[src/rtl/cbuf_pkg.sv]
// Shared definitions for the conditional-buffer split sink: sizes,
// pointer width, input FSM states and the stored FIFO entry layout.
package cbuf_pkg;

    localparam int WIDTH = 11;
    localparam int DEPTH = 4;
    localparam int PTR_W = $clog2(DEPTH) + 1;

    typedef enum logic {
        IDLE  = 1'b0,
        ACKED = 1'b1
    } state_t;

    // One stored word: the control token on top, the data token below it.
    typedef struct packed {
        logic             ctl;
        logic [WIDTH-1:0] data;
    } entry_t;

endpackage

[src/rtl/sync2.sv]
// Two-flop synchronizer for a four-phase request arriving from the
// asynchronous upstream buffer. Clears to 0 on asynchronous reset.
module sync2 (
    input  logic clk,
    input  logic reset,
    input  logic d,
    output logic q
);

    logic meta;

    // Shift the raw request through two flops to settle metastability.
    always_ff @(posedge clk or negedge reset) begin
        if (!reset) begin
            meta <= 1'b0;
            q    <= 1'b0;
        end else begin
            meta <= d;
            q    <= meta;
        end
    end

endmodule

[src/rtl/cbuf_split_sink.sv]
// Joins the R (data) and C (control) four-phase channels into one word,
// queues it in a small FIFO and steers the head word to port 0 (C=0) or
// port 1 (C=1).
//
// Output handshake: a word leaves on the edge where the selected port has
// valid and ready both high. Valid never drops without a pop, o_data holds
// the head word while either valid is high, and only one valid is high at
// a time. The head word blocks everything behind it.
module cbuf_split_sink #(
    parameter int WIDTH = cbuf_pkg::WIDTH,
    parameter int DEPTH = cbuf_pkg::DEPTH
) (
    input  logic             clk,
    input  logic             reset,
    input  logic             r_req,
    input  logic [WIDTH-1:0] r_data,
    output logic             r_ack,
    input  logic             c_req,
    input  logic             c_data,
    output logic             c_ack,
    output logic             o0_valid,
    input  logic             o0_ready,
    output logic             o1_valid,
    input  logic             o1_ready,
    output logic [WIDTH-1:0] o_data,
    output logic             full,
    output logic             fsm_state
);

    localparam int PTR_W = $clog2(DEPTH) + 1;
    localparam int IDX_W = PTR_W - 1;
    localparam logic [PTR_W-1:0] PTR_ONE = 1;

    import cbuf_pkg::*;

    logic             rs;
    logic             cs;
    state_t           state;
    state_t           state_next;
    logic             wr_en;
    logic             pop;
    entry_t           mem [DEPTH];
    logic [PTR_W-1:0] wr_ptr;
    logic [PTR_W-1:0] rd_ptr;
    logic [PTR_W-1:0] wr_ptr_next;
    logic [PTR_W-1:0] rd_ptr_next;
    logic             full_next;
    logic             valid_next;
    entry_t           head_next;

    sync2 u_r_sync (.clk(clk), .reset(reset), .d(r_req), .q(rs));
    sync2 u_c_sync (.clk(clk), .reset(reset), .d(c_req), .q(cs));

    // Input state register.
    always_ff @(posedge clk or negedge reset) begin
        if (!reset) begin
            state <= IDLE;
        end else begin
            state <= state_next;
        end
    end

    // Join both requests before capturing; hold acks until both requests drop.
    always_comb begin
        state_next = state;
        wr_en      = 1'b0;
        case (state)
            IDLE: begin
                if (rs && cs && !full) begin
                    wr_en      = 1'b1;
                    state_next = ACKED;
                end
            end
            ACKED: begin
                if (!rs && !cs) begin
                    state_next = IDLE;
                end
            end
            default: state_next = IDLE;
        endcase
    end

    // Acks come straight from the state so reset drops them at once.
    assign r_ack     = (state == ACKED);
    assign c_ack     = (state == ACKED);
    assign fsm_state = (state == ACKED);

    assign pop = (o0_valid && o0_ready) || (o1_valid && o1_ready);

    // Next pointers, registered full flag and the word that becomes the head.
    // Validity is judged against the pre-write wr_ptr, so a word written into
    // an empty FIFO shows up on the following edge.
    always_comb begin
        wr_ptr_next = wr_en ? (wr_ptr + PTR_ONE) : wr_ptr;
        rd_ptr_next = pop   ? (rd_ptr + PTR_ONE) : rd_ptr;
        full_next   = (wr_ptr_next[IDX_W-1:0] == rd_ptr_next[IDX_W-1:0]) &&
                      (wr_ptr_next[PTR_W-1] != rd_ptr_next[PTR_W-1]);
        valid_next  = (rd_ptr_next != wr_ptr);
        head_next   = mem[rd_ptr_next[IDX_W-1:0]];
    end

    // FIFO storage, pointers and full flag.
    always_ff @(posedge clk or negedge reset) begin
        if (!reset) begin
            wr_ptr <= '0;
            rd_ptr <= '0;
            full   <= 1'b0;
            for (int i = 0; i < DEPTH; i++) begin
                mem[i] <= '0;
            end
        end else begin
            if (wr_en) begin
                mem[wr_ptr[IDX_W-1:0]] <= '{ctl: c_data, data: r_data};
            end
            wr_ptr <= wr_ptr_next;
            rd_ptr <= rd_ptr_next;
            full   <= full_next;
        end
    end

    // Registered output steering of the head word by its control bit.
    always_ff @(posedge clk or negedge reset) begin
        if (!reset) begin
            o0_valid <= 1'b0;
            o1_valid <= 1'b0;
            o_data   <= '0;
        end else begin
            o0_valid <= valid_next && !head_next.ctl;
            o1_valid <= valid_next &&  head_next.ctl;
            o_data   <= head_next.data;
        end
    end

endmodule

[config.mk]
export PLATFORM = sky130hd
export DESIGN_NAME = cbuf_split_sink
export DESIGN_NICKNAME = d
export VERILOG_FILES = /design/src/rtl/cbuf_pkg.sv /design/src/rtl/sync2.sv /design/src/rtl/cbuf_split_sink.sv
export SDC_FILE = /design/constraint.sdc
export NUM_CORES = 1
export LEC_CHECK = 0
export ABC_CLOCK_PERIOD_IN_PS = 4800
export BUFFER_PORTS_ARGS = -buffer_cell sky130_fd_sc_hd__buf_2
export CAP_MARGIN = 10
export CORE_MARGIN = 2
export CORE_UTILIZATION = 47
export CTS_CLUSTER_SIZE = 25
export DETAILED_ROUTE_END_ITERATION = 6
export MAX_ROUTING_LAYER = met4
export PLACE_DENSITY = 0.68
export SLEW_MARGIN = 20
export SYNTH_ARGS = -nofsm -noshare
export SYNTH_HDL_FRONTEND = slang
export SYNTH_HIERARCHICAL = 1
export SYNTH_SLANG_ARGS = --single-unit
[constraint.sdc]
create_clock -name clk -period 4.8 [get_ports clk]
set_input_delay 0.24 -clock clk [delete_from_list [all_inputs] [get_ports clk]]
set_output_delay 0.24 -clock clk [all_outputs]
set_load 0.05 [all_outputs]
* Word-level counts from Yosys, hierarchy flattened
Cells that the tools add are included.
Word-level totals: register bits 73, output and inout port bits 17
Operators by class: add/subtract/negate cells 2, $lt $le $gt $ge 3, equality and inequality tests 3, multiplexer cells 12, bitwise operators 3, reductions and logical operators 14
Operators with widths (count):
- bitwise mux 48 bit | 1
- two-way mux 12 bit | 3
- binary-select mux 12 bit (select 2 bit) | 1
- demux 12 bit (select 2 bit) | 1
- logical AND 1 bit | 9
- adder 3 x 1 -> 3 bit (second input constant) | 2
- greater-or-equal comparator 3 bit (second input constant) | 2
- two-way mux 3 bit | 2
- NOT 2 -> 3 bit | 2
- logical NOT 1 bit | 4
- < comparator 3 x 1 -> 1 bit (second input constant) | 1
- two-way mux 1 bit | 3
- inequality test 3 bit | 1
- == test 2 bit | 1
- case mux 1 bit (2 select lines) | 1
- logical OR 1 bit | 1
- inequality test 1 bit | 1
- NOT 1 bit | 1

* Logic depth before layout (Yosys ltp)
depth in word-level cells 9, gate-level depth with buffers 7, gate-level depth less buffers 6

* By module
The synthesis kept the hierarchy.
By module, submodules not included:
- cbuf_split_sink | times used 1, cells an instance 238, area an instance 2984.1 um^2, sequential area each 1726.7 um^2
- sync2 | times used 2, cells an instance 2, area an instance 50.0 um^2, sequential area each 50.0 um^2

* Worst setup path before layout
No wires, ideal clock.
path type reg-to-reg, start reg o0_valid, end reg o_data[10], arrival 1.779 ns, required time 4.718 ns, setup slack 2.939 ns, stages on the path, launching flop included 7, path buffers 1, cells stage by stage dfrtp_1 > a22oi_4 > mux2i_2 > inv_1 > buf_2 > and3_1 > a31oi_1
RTL lines:
- from (decl) | RTL line cbuf_split_sink.sv:21 | output logic o0_valid,
- from (signal assigned) | RTL line cbuf_split_sink.sv:128 | o0_valid <= valid_next && !head_next.ctl;
- to (signal assigned) | RTL line cbuf_split_sink.sv:130 | o_data <= head_next.data;
- to (decl) | RTL line cbuf_split_sink.sv:25 | output logic [WIDTH-1:0] o_data,

* Worst setup path in the final report
start reg o0_valid, end reg full
Between the ends: longest elaborated chain between the ends 5, elaborated cells between the ends (all ways) 6
Ends and longest elaborated chain:
- logical AND 1 bit (*) | RTL line cbuf_split_sink.sv:88 | assign pop = (o0_valid && o0_ready) || (o1_valid && o1_ready);
- logical OR 1 bit (*) | RTL line cbuf_split_sink.sv:88
- two-way mux 3 bit (*) | RTL line cbuf_split_sink.sv:95 | rd_ptr_next = pop ? (rd_ptr + PTR_ONE) : rd_ptr;
- == test 2 bit or inequality test 1 bit (tied branches) | RTL line cbuf_split_sink.sv:96, cbuf_split_sink.sv:97
- logical AND 1 bit (*) | RTL line cbuf_split_sink.sv:96 | full_next = (wr_ptr_next[IDX_W-1:0] == rd_ptr_next[IDX_W-1:0]) &&
- net full_next | RTL line cbuf_split_sink.sv:47 | logic full_next;
- to (signal assigned) | RTL line cbuf_split_sink.sv:117 | full <= full_next;
- to (decl) | RTL line cbuf_split_sink.sv:26 | output logic full,
Mark *: on every way through the listed nets, which the timed path passes. The rest lies on a longest branch. A chain may end at the register's enable or synchronous reset.

==> results.md <==
* Static Leak at 1.64 nW
* Via count at 1862
* Setup tns final at 0 ns
* Layout cells sized above 1 at 22.8%
* Setup Viol. Count Final at 0
* Largest cells by area after synthesis: dfrtp_1 59%, mux2_1 15%, nand2_1 6.1%, mux2_2 2.9%, and3_1 2.4%
* Synth unique cells at 27
* DPL Wire Length at 3400 um
* Internal at 0.00161 W
* DRC viols at 0
* Max Clock Freq at 491 MHz
* Num CTS Buffers at 9
* Least-Margin Pin Slew at 0.758 ns
* Clock network power share at 15.6%
* Area delta synth->final at 13.7%
* Via count of the first global-routing pass at 1849
* Post-CTS Resized at 0
* Kind of critical path: reg -> reg
* Die width at 85.0 um
* Routed wire length at 5360 um
* Total gr overflow at 0
* Largest net degree at the start of global routing at 41
* Worst EP required at 5.03 ns
* Status: finished clean
* Tcrit/Tclk final at 42.4%
* DR pass1 iterations at 4
* Count of warnings emitted by yosys at 6
* Post-CTS setup buffers at 0
* Syn nets at 265
* Worst Path Buf+Inv at 2
* Sequential share of power at 39.4%
* Initial antenna violation count at 0
* Core box area at 6350 sq um
* DR WL/cell at 14.8 um
* Combinational share of power at 45.1%
* Register area share after synthesis at 59.2%
* FP Rows at 29
* FF+latch count, synth at 73
* GRT Util Overall at 17.2%
* Max-slew violations at 0
* Die Y-Extent at 85.0 um
* Fillers at 536
* Sw frac at 40.6%
* HP Class: in -> reg
* RSZ-0062 raised after global routing: false
* Min Tclk post-route at 2.04 ns
* Root buffer cell: clkbuf_8
* DR vias/cell at 5.14
* Sw Pwr at 0.00110 W
* Critical path arrival at 2.27 ns
* Yosys top cell area share at 59.2%
* Largest delay share family, worst path: buffers and inverters
* DP Area at 3300 sq um
* GPL Wtd Cong at 0.732
* Clock sinks at 73
* Antenna Nets Post-Route at 0
* Cells along the critical path: a22oi_4 > xor2_2 > buf_4 > inv_2 > xnor2_2 > and3_1 > o21a_1
* Clk slew on worst S/H paths at 0.07 ns
* First-pass GRT wire length at 9100 um
* Syn Inst Count at 242
* Peak VDD IR at 0.389 mV
* Skew-Pair Late Insertion Delay at 0.34 ns
* Final hold violations at 0
* # IOs at 35
* Crit-path max FO at 26
* Final instance area at 3510 sq um
* Max Buffers Root-to-Sink at 2
* Syn_area_per_cell at 12.7 sq um
* Critical Path End Type: flop
* Max-cap violations at 0
* Diodes inserted at 0
* Final Skew at 0.00590 ns
* Dominant cell type by area after synthesis: dfrtp_1
* Slowest stage delay, CP at 0.40 ns
* CTS H-tree depth at 3
* Synth Cell Area at 3080 sq um
* Slowest cell on crit path: dfrtp_1
* Initial drt markers at 87
* Die area at 7230 sq um
* Hold_buf cts at 3
* Overall power at 0.00271 W
* Starting Density at 48.6%
* PwrDens at 773 nW/um^2
* Layout Nets at 303
* CP Launch Type: flop
* Port bufs at 34
* CTS tree: yes
* Rel. slew slack at 49.4%
-- cell usage after synthesis --
| cell | count |
|---|---|
| a21boi_1 | 1 |
| xor2_1 | 2 |
| and3_1 | 12 |
| mux2_1 | 40 |
| nand2_2 | 1 |
| o21a_1 | 1 |
| inv_1 | 4 |
| buf_2 | 8 |
| nor2b_1 | 3 |
| xor2_2 | 1 |
| xnor2_2 | 1 |
| clkbuf_1 | 2 |
| nand2_1 | 50 |
| xnor2_1 | 5 |
| mux2i_2 | 1 |
| ha_1 | 5 |
| inv_2 | 1 |
| mux2_2 | 8 |
| mux2i_1 | 3 |
| nor3b_1 | 1 |
| buf_4 | 3 |
| a22oi_4 | 1 |
| a31oi_1 | 11 |
| a21oi_1 | 1 |
| o21ai_0 | 2 |
| dfrtp_1 | 73 |
| and4bb_1 | 1 |
-- per-layer routing --
layer / routed length (um) / global-route usage, % / vias up
met5: 0 / - / -
met4: 110 / 7.07 / 0
met3: 210 / 5.84 / 8
met2: 2540 / 25.4 / 37
met1: 2500 / 21.9 / 921
li1: - / - / 896
-- power groups by stage --
stage	sequential [W]	clock, W	combinational (W)
finish	0.00107	0.000423	0.00122
detailed placement	0.00108	0	0.00123
CTS	0.00107	0.000436	0.00124
global route	0.00111	0.000469	0.00134
global placement	0.00107	0	0.00121
floorplan	0.00126	0	0.000774
-- layout by cell type, fill, tap and decap left out --
cell type	n
dfrtp_1	73
nand2_1	50
mux2_1	40
buf_2	34
and3_1	12
a31oi_1	11
clkbuf_8	11
mux2_2	8
xnor2_1	5
ha_1	5
inv_1	4
nor2b_1	3
mux2i_1	3
clkinv_2	3
dlygate4sd3_1	3
buf_4	3
o21ai_0	2
xor2_1	2
clkbuf_1	2
a22oi_4	1
mux2i_2	1
xor2_2	1
inv_2	1
and4bb_1	1
xnor2_2	1
a21oi_1	1
a21boi_1	1
nand2_2	1
nor3b_1	1
o21a_1	1
-- registers in the layout, indices dropped and copies added (netlist names) --
register and cells:
u_r_sync/meta 1, u_c_sync/q 1, full 1, o_data 11, wr_ptr 3, mem 48, rd_ptr 3, o1_valid 1
u_r_sync/q 1, u_c_sync/meta 1, c_ack 1, o0_valid 1
-- logic make-up after synthesis --
kind of cell	synth area share (%)
AOI/OAI and AO/OA	3.89
xor gates and xnor gates	3.04
adders and majority gates	2.03
buffers and inverters	2.88
DFF	59.2
muxes	18.9
and+or+nand+nor	9.98
-- area by class of cell --
| class | count | area [sq um] | share of cell area, % |
|---|---|---|---|
| flip-flops and latches | 73 | 1830 | 52.1 |
| multi-input cells | 151 | 1170 | 33.3 |
| repair buffers | 40 | 223 | 6.35 |
| clock buffers | 13 | 159 | 4.53 |
| well taps | 77 | 96.3 | 2.75 |
| inverters | 5 | 18.8 | 0.535 |
| clock inverters | 3 | 15.0 | 0.428 |
-- final timing paths --
path	from	endpoint	slack (ns)	cells past startpoint
max in group asynchronous	reset	mem[28]	3.34	3
hold reg to reg	u_c_sync/meta	u_c_sync/q	0.35	0
setup / recovery	o0_valid	full	2.76	7
setup reg to reg	o0_valid	full	2.76	7
min in group asynchronous	reset	u_c_sync/meta	0.50	2
hold / removal	r_data[9]	mem[33]	0.14	2
-- metrics by stage --
stage	utilization, %	cells	hold slack [ns]	setup slack (ns)
3_3_place_gp	52.0	343	0.333	2.79
2_1_floorplan	-	242	-0.0556	2.94
6_report	55.2	362	0.140	2.76
3_5_place_dp	52.0	343	0.335	2.76
4_1_cts	55.2	362	0.130	2.74
5_1_grt	55.2	362	0.135	2.62
Note: power is estimated with default switching activity, not from simulation.
